`src/rtl/fifo_wr_arb.sv`:
```
// Round-robin write arbiter in front of a FIFO. It tracks FIFO occupancy in a shadow
// counter so it never over-commits, and it runs a flush FSM that stops accepts and waits for the FIFO to drain.
module fifo_wr_arb #(
  parameter int NREQ  = 3,
  parameter int DW    = 4,
  parameter int DEPTH = 4
) (
  input  logic              clk,
  input  logic              rst_b,
  input  logic [NREQ-1:0]   req_vld,
  input  logic [NREQ*DW-1:0] req_data,
  output logic [NREQ-1:0]   req_rdy,
  output logic              write_en,
  output logic [DW-1:0]     write_data,
  output logic [1:0]        grant_id,
  input  logic              read_en,
  input  logic              empty,
  input  logic              full,
  output logic [2:0]        occupancy,
  input  logic              flush_req,
  output logic              flush_done
);

  typedef enum logic [1:0] {IDLE, DRAIN, DONE} state_e;

  localparam logic [2:0] DEPTH_C = 3'(DEPTH);
  localparam logic [1:0] RR_INIT = 2'(NREQ - 1);

  state_e          state_q, state_d;
  logic [1:0]      rr_ptr_q, rr_ptr_d;
  logic            write_en_q, write_en_d;
  logic [DW-1:0]   write_data_q, write_data_d;
  logic [1:0]      grant_id_q, grant_id_d;
  logic [2:0]      occ_q, occ_d;

  logic [1:0]      win;
  logic            found;
  logic            credit_ok;
  logic            accept;
  logic            pop;

  // Search starts one past the last winner, so every steady requester is served within NREQ accepts.
  // NOTE: every signal written in an always_comb gets a default first, so no path can infer a latch.
  always_comb begin
    win   = '0;
    found = 1'b0;
    for (int k = 1; k <= NREQ; k++) begin
      if (!found && req_vld[(int'(rr_ptr_q) + k) % NREQ]) begin
        found = 1'b1;
        win   = 2'((int'(rr_ptr_q) + k) % NREQ);
      end
    end
  end

  // A full flag blocks accepts as a second guard. With a consistent FIFO the credit check already excludes this case.
  assign credit_ok = (occ_q < DEPTH_C) && (state_q == IDLE);
  assign accept    = rst_b && credit_ok && !flush_req && !full && found;
  assign pop       = read_en && (!empty || write_en_q);

  always_comb begin
    req_rdy = '0;
    if (accept) req_rdy[win] = 1'b1;
  end

  always_comb begin
    write_en_d   = accept;
    write_data_d = write_data_q;
    grant_id_d   = grant_id_q;
    rr_ptr_d     = rr_ptr_q;
    if (accept) begin
      write_data_d = req_data[win*DW +: DW];
      grant_id_d   = win;
      rr_ptr_d     = win;
    end
    // The count includes the in-flight write. An accept and a pop in the same cycle cancel out.
    occ_d = occ_q;
    if (accept && !pop)                     occ_d = occ_q + 3'd1;
    else if (!accept && pop && occ_q != '0) occ_d = occ_q - 3'd1;
  end

  always_comb begin
    state_d = state_q;
    unique case (state_q)
      IDLE:    if (flush_req) state_d = DRAIN;
      DRAIN:   if (occ_q == '0 && !write_en_q) state_d = DONE;
      DONE:    state_d = IDLE;
      default: state_d = IDLE;
    endcase
  end

  // NOTE: sequential state uses non-blocking assignments only, so every flop samples the pre-edge values.
  always_ff @(posedge clk or negedge rst_b) begin
    if (!rst_b) begin
      state_q      <= IDLE;
      rr_ptr_q     <= RR_INIT;
      write_en_q   <= 1'b0;
      write_data_q <= '0;
      grant_id_q   <= '0;
      occ_q        <= '0;
    end else begin
      state_q      <= state_d;
      rr_ptr_q     <= rr_ptr_d;
      write_en_q   <= write_en_d;
      write_data_q <= write_data_d;
      grant_id_q   <= grant_id_d;
      occ_q        <= occ_d;
    end
  end

  assign write_en   = write_en_q;
  assign write_data = write_data_q;
  assign grant_id   = grant_id_q;
  assign occupancy  = occ_q;
  assign flush_done = (state_q == DONE);

endmodule

```
`config.mk`:
```
export PLATFORM = sky130hd
export DESIGN_NAME = fifo_wr_arb
export DESIGN_NICKNAME = d
export VERILOG_FILES = /design/src/rtl/fifo_wr_arb.sv
export SDC_FILE = /design/constraint.sdc
export NUM_CORES = 1
export LEC_CHECK = 0
export BUFFER_PORTS_ARGS = -buffer_cell sky130_fd_sc_hd__buf_2
export CAP_MARGIN = 10
export CORE_MARGIN = 4
export CORE_UTILIZATION = 53
export DETAILED_ROUTE_END_ITERATION = 16
export PLACE_DENSITY = 0.93
export SYNTH_ARGS = -nofsm -noshare
export SYNTH_HDL_FRONTEND = slang
export SYNTH_SLANG_ARGS = --single-unit
```
`constraint.sdc`:
```
create_clock -name clk -period 7.66 [get_ports clk]
set_input_delay 0.383 -clock clk [delete_from_list [all_inputs] [get_ports clk]]
set_output_delay 0.383 -clock clk [all_outputs]
set_load 0.01 [all_outputs]
```
==> summary.txt, run 1 <==
Global routing
  • First-pass GRT wire length: 4.10 mm
  • M3 GR Usage: 1.14%
  • GR Overflow Total: 0
  • GRT Resource Usage Total: 20.0%
  • Vias in the first global route: 920
  • Met2 global-route usage: 33.5%
  • Pin count of the biggest net entering global routing: 17
  • Antenna violations before repair: 0
  • Met1 Resource Use GR: between 20% and 30%
  • GRT busiest layer: met2

Floorplanning
  • Ports: 35
  • Die Ht: 52.5 um
  • DIE WIDTH: 52.5 um
  • Row Count: 15
  • Die area: 2750 um^2
  • Core area: 1800 um^2
  • Initial core utilization: 58.1%

STA
  • Worst-Margin Slew: 0.619 ns
  • Final Skew: 0.00121 ns
  • Peak Freq: 0.297 GHz
  • Fin. Hold Viols: 0
  • Final setup violation count: 0
  • Crit path time final: 3.36 ns
  • Slew Viols, Final: 0
  • Max_slew headroom: 58.3%
  • RSZ-0062 raised after global routing: false
  • Final Cycle Share: 43.9%
  • Sum Neg Setup Slack: 0 ns

Synth
  • Mux cell area share after synthesis: 9.56%
  • Syn Inst Count: between 100 and 150
  • Largest family of logic cells by synthesized area: simple AND/OR/NAND/NOR gates
  • Synth Register Bits: 13
  • EDFF count, synth: 0
  • Syn_area_per_cell: 8.95 um^2
  • Compound-Gate Fraction of Synth Area: 23.2%
  • Post-Synth Simple-Gate Area: a little under a quarter
  • Ys async rst share: 100%
  • Mapped Nets: 143
  • Xor/xnor cell area share of the yosys netlist: 0%
  • Post-Synth Adder-Cell Area: 6.69%
  • Mapped Area: 1050 um^2
  • Ys flop type: dfrtp_1
  • Synth warnings: 0
  • Sequential share of the synthesized area: ~31%
  • Count of different cell masters after synthesis: 44

Final layout
  • Most common cell after layout, fill and taps aside: buf_2
  • Core Util, Final: 69.7%
  • Filler Cell Count: 164
  • Nets: approximately 180
  • Share of cells above drive strength 1: 29.8%
  • Most frequent cells in the layout: buf_2 (34), o21ai_0 (12), dfrtp_1 (12)
  • Area Growth Syn to Fin: 20.0%
  • N_diodes: 0

Power and ir drop
  • Cell Int Power: 0.000231 W
  • Cell Pwr Density: around 350 nW/um^2
  • Flop pwr share: 29.2%
  • Static Leakage: 0.588 nW
  • Comb power frac: between 60 and 70%
  • Worst vdd ir: about 0.23 mV
  • Psw: 0.000214 W
  • Clock share of power: 9.6%
  • Total power: 0.000445 W
  • Sw frac: 48.1%

Clock network
  • TritonCTS clock tree: built
  • Clk buf depth: 2
  • CTS buffer count: 3
  • CTS H-tree depth: 1
  • CTS Sinks: 13
  • Clock root buffer: clkbuf_4
  • Post-CTS Resized: 0
  • Worst-Skew Late Latency: 0.28 ns
  • Clock Pin Slew Worst Setup and Hold Paths: 0.07 ns

Worst setup path
  • CP max stage cell: dlygate4sd3_1
  • Cells along the critical path: dlygate4sd3_1 -> buf_2 -> or4b_1 -> nor3_1 -> o31ai_4 -> a21oi_1 -> nor2b_1 -> buf_2
  • CP peak stage delay: 0.52 ns
  • CP dominant cell by count: buf_2
  • Crit path buf inv count: 3
  • CP Launch Type: primary input
  • Max FO, Critical Path: 16
  • Setup CP Type: primary input to primary output
  • CP required: 7.28 ns
  • CP arrival: 2.98 ns
  • R2r setup slk: 4.42 ns
  • CP endpoint kind: primary output
  • Delay-heaviest family, CP: simple AND/OR/NAND/NOR gates

Drt
  • Post-DRT Antenna Nets: 0
  • Number of DRC markers in iteration 0: 33
  • DRT Pass-1 Iters: 4
  • Vias: 1020
  • WL/cell: 14.9 um
  • Total Routed Length: 2.63 mm
  • DR vias/cell: 5.80
  • DRC viols: 0

Place
  • Hpwl dp: 2.12 mm
  • GPL Wtd Cong: 0.834
  • Port bufs: 34

Hold path
  • Hold Crit Class: primary input to flop

Run status
  • Outcome: completed

Flow run
  • Max-Cap Viols: 0
-- worst min-delay path, stage by stage --
cell and delay, ns:
buf_2 0.10, nor2_1 0.09, a311oi_1 0.06
-- timing repair --
item | CTS | global route
hold buffers | 1 | 0
setup endpoints to repair | 0 | 0
endpoints found under the hold margin | 12 | 0
setup buffers | 0 | 0
-- sequential cells by signal (all words and copies together) (netlist names) --
| register | flops |
|---|---|
| grant_id | 1 |
| occupancy | 3 |
| write_en | 1 |
| write_data | 4 |
| state_q | 2 |
| rr_ptr_q | 2 |
-- final timing paths --
kind / start / endpoint / cells past startpoint
max: rst_b / req_rdy[1] / 8
min: flush_req / state_q[0] / 3
min reg2reg: state_q[1] / state_q[0] / 1
min in group asynchronous: rst_b / occupancy[2] / 2
max in group asynchronous: rst_b / rr_ptr_q[1] / 2
max reg2reg: rr_ptr_q[1] / occupancy[1] / 9
-- per-stage QoR --
stage          setup slack (ns)  hold WS (ns)  cells  cell area, um^2
2_1_floorplan              4.87        0.0874    117             1050
3_3_place_gp               4.58         0.284    171             1220
3_5_place_dp               4.45         0.289    171             1220
4_1_cts                    4.29         0.392    176             1260
5_1_grt                    4.06         0.416    176             1260
6_report                   4.30         0.393    176             1260
-- synth_stat cells, types with 2 or more instances --
master	number	area share [%]
dfrtp_1	12	29
o21ai_0	12	5.7
nor2_1	9	3.2
inv_1	8	2.9
mux2i_1	7	6.7
nand2_1	7	2.5
nor2b_1	5	3.0
nor4_1	5	3.0
ha_1	4	4.8
a211oi_1	3	2.2
a21oi_1	3	1.4
nand3_1	3	1.4
nand3b_1	3	2.2
o21a_1	3	2.2
buf_4	2	1.4
mux2_4	2	2.9
o221a_2	2	2.2
-- power groups by stage --
| stage | Sequential (W) | Combinational [W] | Clock [W] |
|---|---|---|---|
| 2_1_floorplan | 0.000135 | 0.000189 | 0 |
| 3_3_place_gp | 0.000129 | 0.000255 | 0 |
| 5_1_grt | 0.000135 | 0.000298 | 0.0000468 |
| 3_5_place_dp | 0.000131 | 0.000269 | 0 |
| 4_1_cts | 0.000129 | 0.000271 | 0.0000433 |
| 6_report | 0.000130 | 0.000273 | 0.0000425 |
-- layout make-up --
class                   instances  area [um^2]  area share [%]
clock buffers                   4         26.3            2.09
multi-input cells              90          658            52.4
repair buffers                 35          180            14.3
flip-flops and latches         13          327            26.0
well taps                      25         31.3            2.49
inverters                       9         33.8            2.69
-- metal layers --
metal,wire length [um],vias to the layer above
li1,-,506
met1,1080,464
met2,1330,43
met3,149,7
met4,63,0
met5,0,-
-- kinds of logic after synthesis --
group | Yosys count
and+or+nand+nor | 43
AOI/OAI and AO/OA | 33
muxes | 9
adders and majority gates | 5
DFF | 13
buffers and inverters | 14
(Power assumes the default switching activity.)
==> run 2, diff against run 1 <==
--- a/config.mk
+++ b/config.mk
@@ -8,9 +8,9 @@
 export BUFFER_PORTS_ARGS = -buffer_cell sky130_fd_sc_hd__buf_2
 export CAP_MARGIN = 10
 export CORE_MARGIN = 4
-export CORE_UTILIZATION = 53
+export CORE_UTILIZATION = 49
 export DETAILED_ROUTE_END_ITERATION = 16
-export PLACE_DENSITY = 0.93
+export PLACE_DENSITY = 0.88
 export SYNTH_ARGS = -nofsm -noshare
 export SYNTH_HDL_FRONTEND = slang
 export SYNTH_SLANG_ARGS = --single-unit
==> constraint.sdc (replaced) <==
create_clock -name clk -period 3.2 [get_ports clk]
set_input_delay 0.16 -clock clk [delete_from_list [all_inputs] [get_ports clk]]
set_output_delay 0.16 -clock clk [all_outputs]
set_load 0.01 [all_outputs]
==> summary.txt, run 2 (synthesis results as in run 1) <==
Run status
  • Outcome: completed

Final layout
  • Most common cell after layout, fill and taps aside: buf_2
  • Core Util, Final: 63.2% (-6.5 points)
  • Max FFs per register: 4 (unchanged)
  • Final Instance Area: 1270 um^2 (+0.80%)
  • N_diodes: 0 (unchanged)
  • Share of cells above drive strength 1: 30.3% (+0.46 points)
  • Area Growth Syn to Fin: 20.9%
  • Nets: 179 (+0.56%)
  • Most frequent cells in the layout: buf_2 (34), o21ai_0 (12), dfrtp_1 (12)

STA
  • Worst setup margin: 0.202 ns (-4.10 ns)
  • Final Cycle Share: between 90 and 100%
  • Slew Viols, Final: 0 (unchanged)
  • Peak Freq: 0.334 GHz
  • Worst-Margin Slew: 0.674 ns (+0.0552 ns)
  • RSZ-0062 raised after global routing: false
  • Max_slew headroom: 54.6% (-3.7 points)
  • Crit path time final: 3.00 ns
  • Final Skew: 0.00288 ns (+0.00167 ns)
  • Final setup violation count: 0 (unchanged)
  • Fin. Hold Viols: 0 (unchanged)
  • Sum Neg Setup Slack: 0 ns (unchanged)

Place
  • GPL Wtd Cong: 0.901 (+8.0%)
  • Pre-CTS setup slack: 0.322 ns (-4.13 ns)
  • Placed cell areas: 1230 um^2 (+0.82%)
  • Port bufs: 34 (unchanged)
  • Hpwl dp: 2.11 mm (-0.38%)

Worst setup path
  • Crit path buf inv count: 3 (unchanged)
  • CP max stage cell: dlygate4sd3_1
  • CP Launch Type: primary input
  • CP required: 3.38 ns (-3.90 ns)
  • Cells along the critical path: dlygate4sd3_1 -> buf_2 -> or4b_1 -> nor3_1 -> o31ai_4 -> inv_2 -> nand2_1 -> fa_1 -> nor4_1 -> a22oi_1 -> o21ai_0
  • Setup CP Type: primary input to flop
  • Max FO, Critical Path: 14 (-2)
  • Crit path launch: rst_b
  • CP arrival: 3.18 ns (+0.20 ns)
  • CP peak stage delay: 0.52 ns (about the same)
  • Delay-heaviest family, CP: simple AND/OR/NAND/NOR gates
  • Worst r2r src: rr_ptr_q[1]
  • CP endpoint kind: flop

Power and ir drop
  • Worst vdd ir: 0.511 mV (+120%)
  • Static Leakage: 0.592 nW (+0.71%)
  • Cell Pwr Density: 835 nW/um^2 (+140%)

Global routing
  • Pin count of the biggest net entering global routing: 16 (-1)
  • Antenna violations before repair: 0 (unchanged)
  • Vias in the first global route: 923 (+0.33%)
  • First-pass GRT wire length: 4.06 mm (-1.0%)
  • GRT Resource Usage Total: 18.6% (-1.4 points)
  • GR Overflow Total: 0 (unchanged)

Drt
  • DR vias/cell: 5.69 (-1.9%)
  • DRT Pass-1 Iters: 4 (unchanged)
  • DRC viols: 0 (unchanged)
  • Total Routed Length: 2.56 mm (-2.7%)
  • Number of DRC markers in iteration 0: 23 (-30%)
  • Post-DRT Antenna Nets: 0 (unchanged)
  • WL/cell: 14.3 um (-4.3%)
  • Vias: 1018 (-0.20%)

Clock network
  • CTS Sinks: 13 (unchanged)
  • TritonCTS clock tree: built
  • Clk buf depth: 2 (unchanged)
  • CTS H-tree depth: 1 (unchanged)
  • Clock root buffer: clkbuf_4
  • CTS buffer count: 3 (unchanged)
  • Clock Pin Slew Worst Setup and Hold Paths: 0.07 ns (about the same)
  • Worst-Skew Late Latency: 0.27 ns (about the same)

Floorplanning
  • Initial core utilization: 52.3% (-5.8 points)
  • DIE WIDTH: 54.2 um (+3.4%)
  • Ports: 35 (unchanged)
  • Die Ht: 54.2 um (+3.4%)
  • Row Count: 16 (+1)
  • Core area: 2000 um^2 (+11%)
  • Die area: 2940 um^2 (+6.9%)

Hold path
  • Min-Delay Startpoint: flush_req
  • Hold Crit Class: primary input to flop

Flow run
  • Max-Cap Viols: 0 (unchanged)
==> run 2: changes by cell type in the layout (fill, tap and decap cells not counted) <==
cell	before	now
buf_4	0	1
==> run 2: timing repair <==
item,4_1_cts,5_1_grt
hold buffers,1,0
resized for setup,0,0
buffers inserted,0,0
endpoints found under the hold margin,12,0
==> run 2: worst paths after layout <==
check	slack (ns)	endpoint	cells after the start
max	0.20	occupancy[2]	11
min	0.19	state_q[0]	3
max reg2reg	0.33	occupancy[2]	11
min reg2reg	0.49	state_q[0]	1
max in group asynchronous	2.62	rr_ptr_q[1]	2
min in group asynchronous	0.30	occupancy[1]	2
==> run 2: final cells by class <==
class | instances | area [um^2]
multi-input cells | 90 | 658
inverters | 9 | 33.8
fillers | 186 | 736
flip-flops and latches | 13 | 327
repair buffers | 36 | 188
well taps | 27 | 33.8
clock buffers | 4 | 26.3
==> run 2: routing by layer <==
layer,part of all wire [%],track usage [%]
met1,41,22.5
met2,50,32.7
met3,5.4,2.45
met4,3.1,8.30
met5,0,0
==> run 2: where the power goes <==
part / total, W / switching, W / internal [W] / leakage [nW]
registers: 0.000312 / 0.0000762 / 0.000236 / 0.160
clock network: 0.0000970 / 0.0000487 / 0.0000483 / 0.0150
logic: 0.000648 / 0.000378 / 0.000270 / 0.417
total: 0.00106 / 0.000503 / 0.000554 / 0.592
==> run 2: worst min-delay path, cell delays in order <==
cell and delay, ns:
buf_2 0.10, nor2_1 0.09, a311oi_1 0.06
==> run 2: metrics by stage <==
step | power, W | hold slack (ns) | cells
6_report | 0.00106 | 0.186 | 179
5_1_grt | 0.00115 | 0.214 | 179
4_1_cts | 0.00106 | 0.188 | 179
3_5_place_dp | 0.000954 | 0.0596 | 174
3_3_place_gp | 0.000931 | 0.0601 | 174
2_1_floorplan | 0.000776 | -0.136 | 117
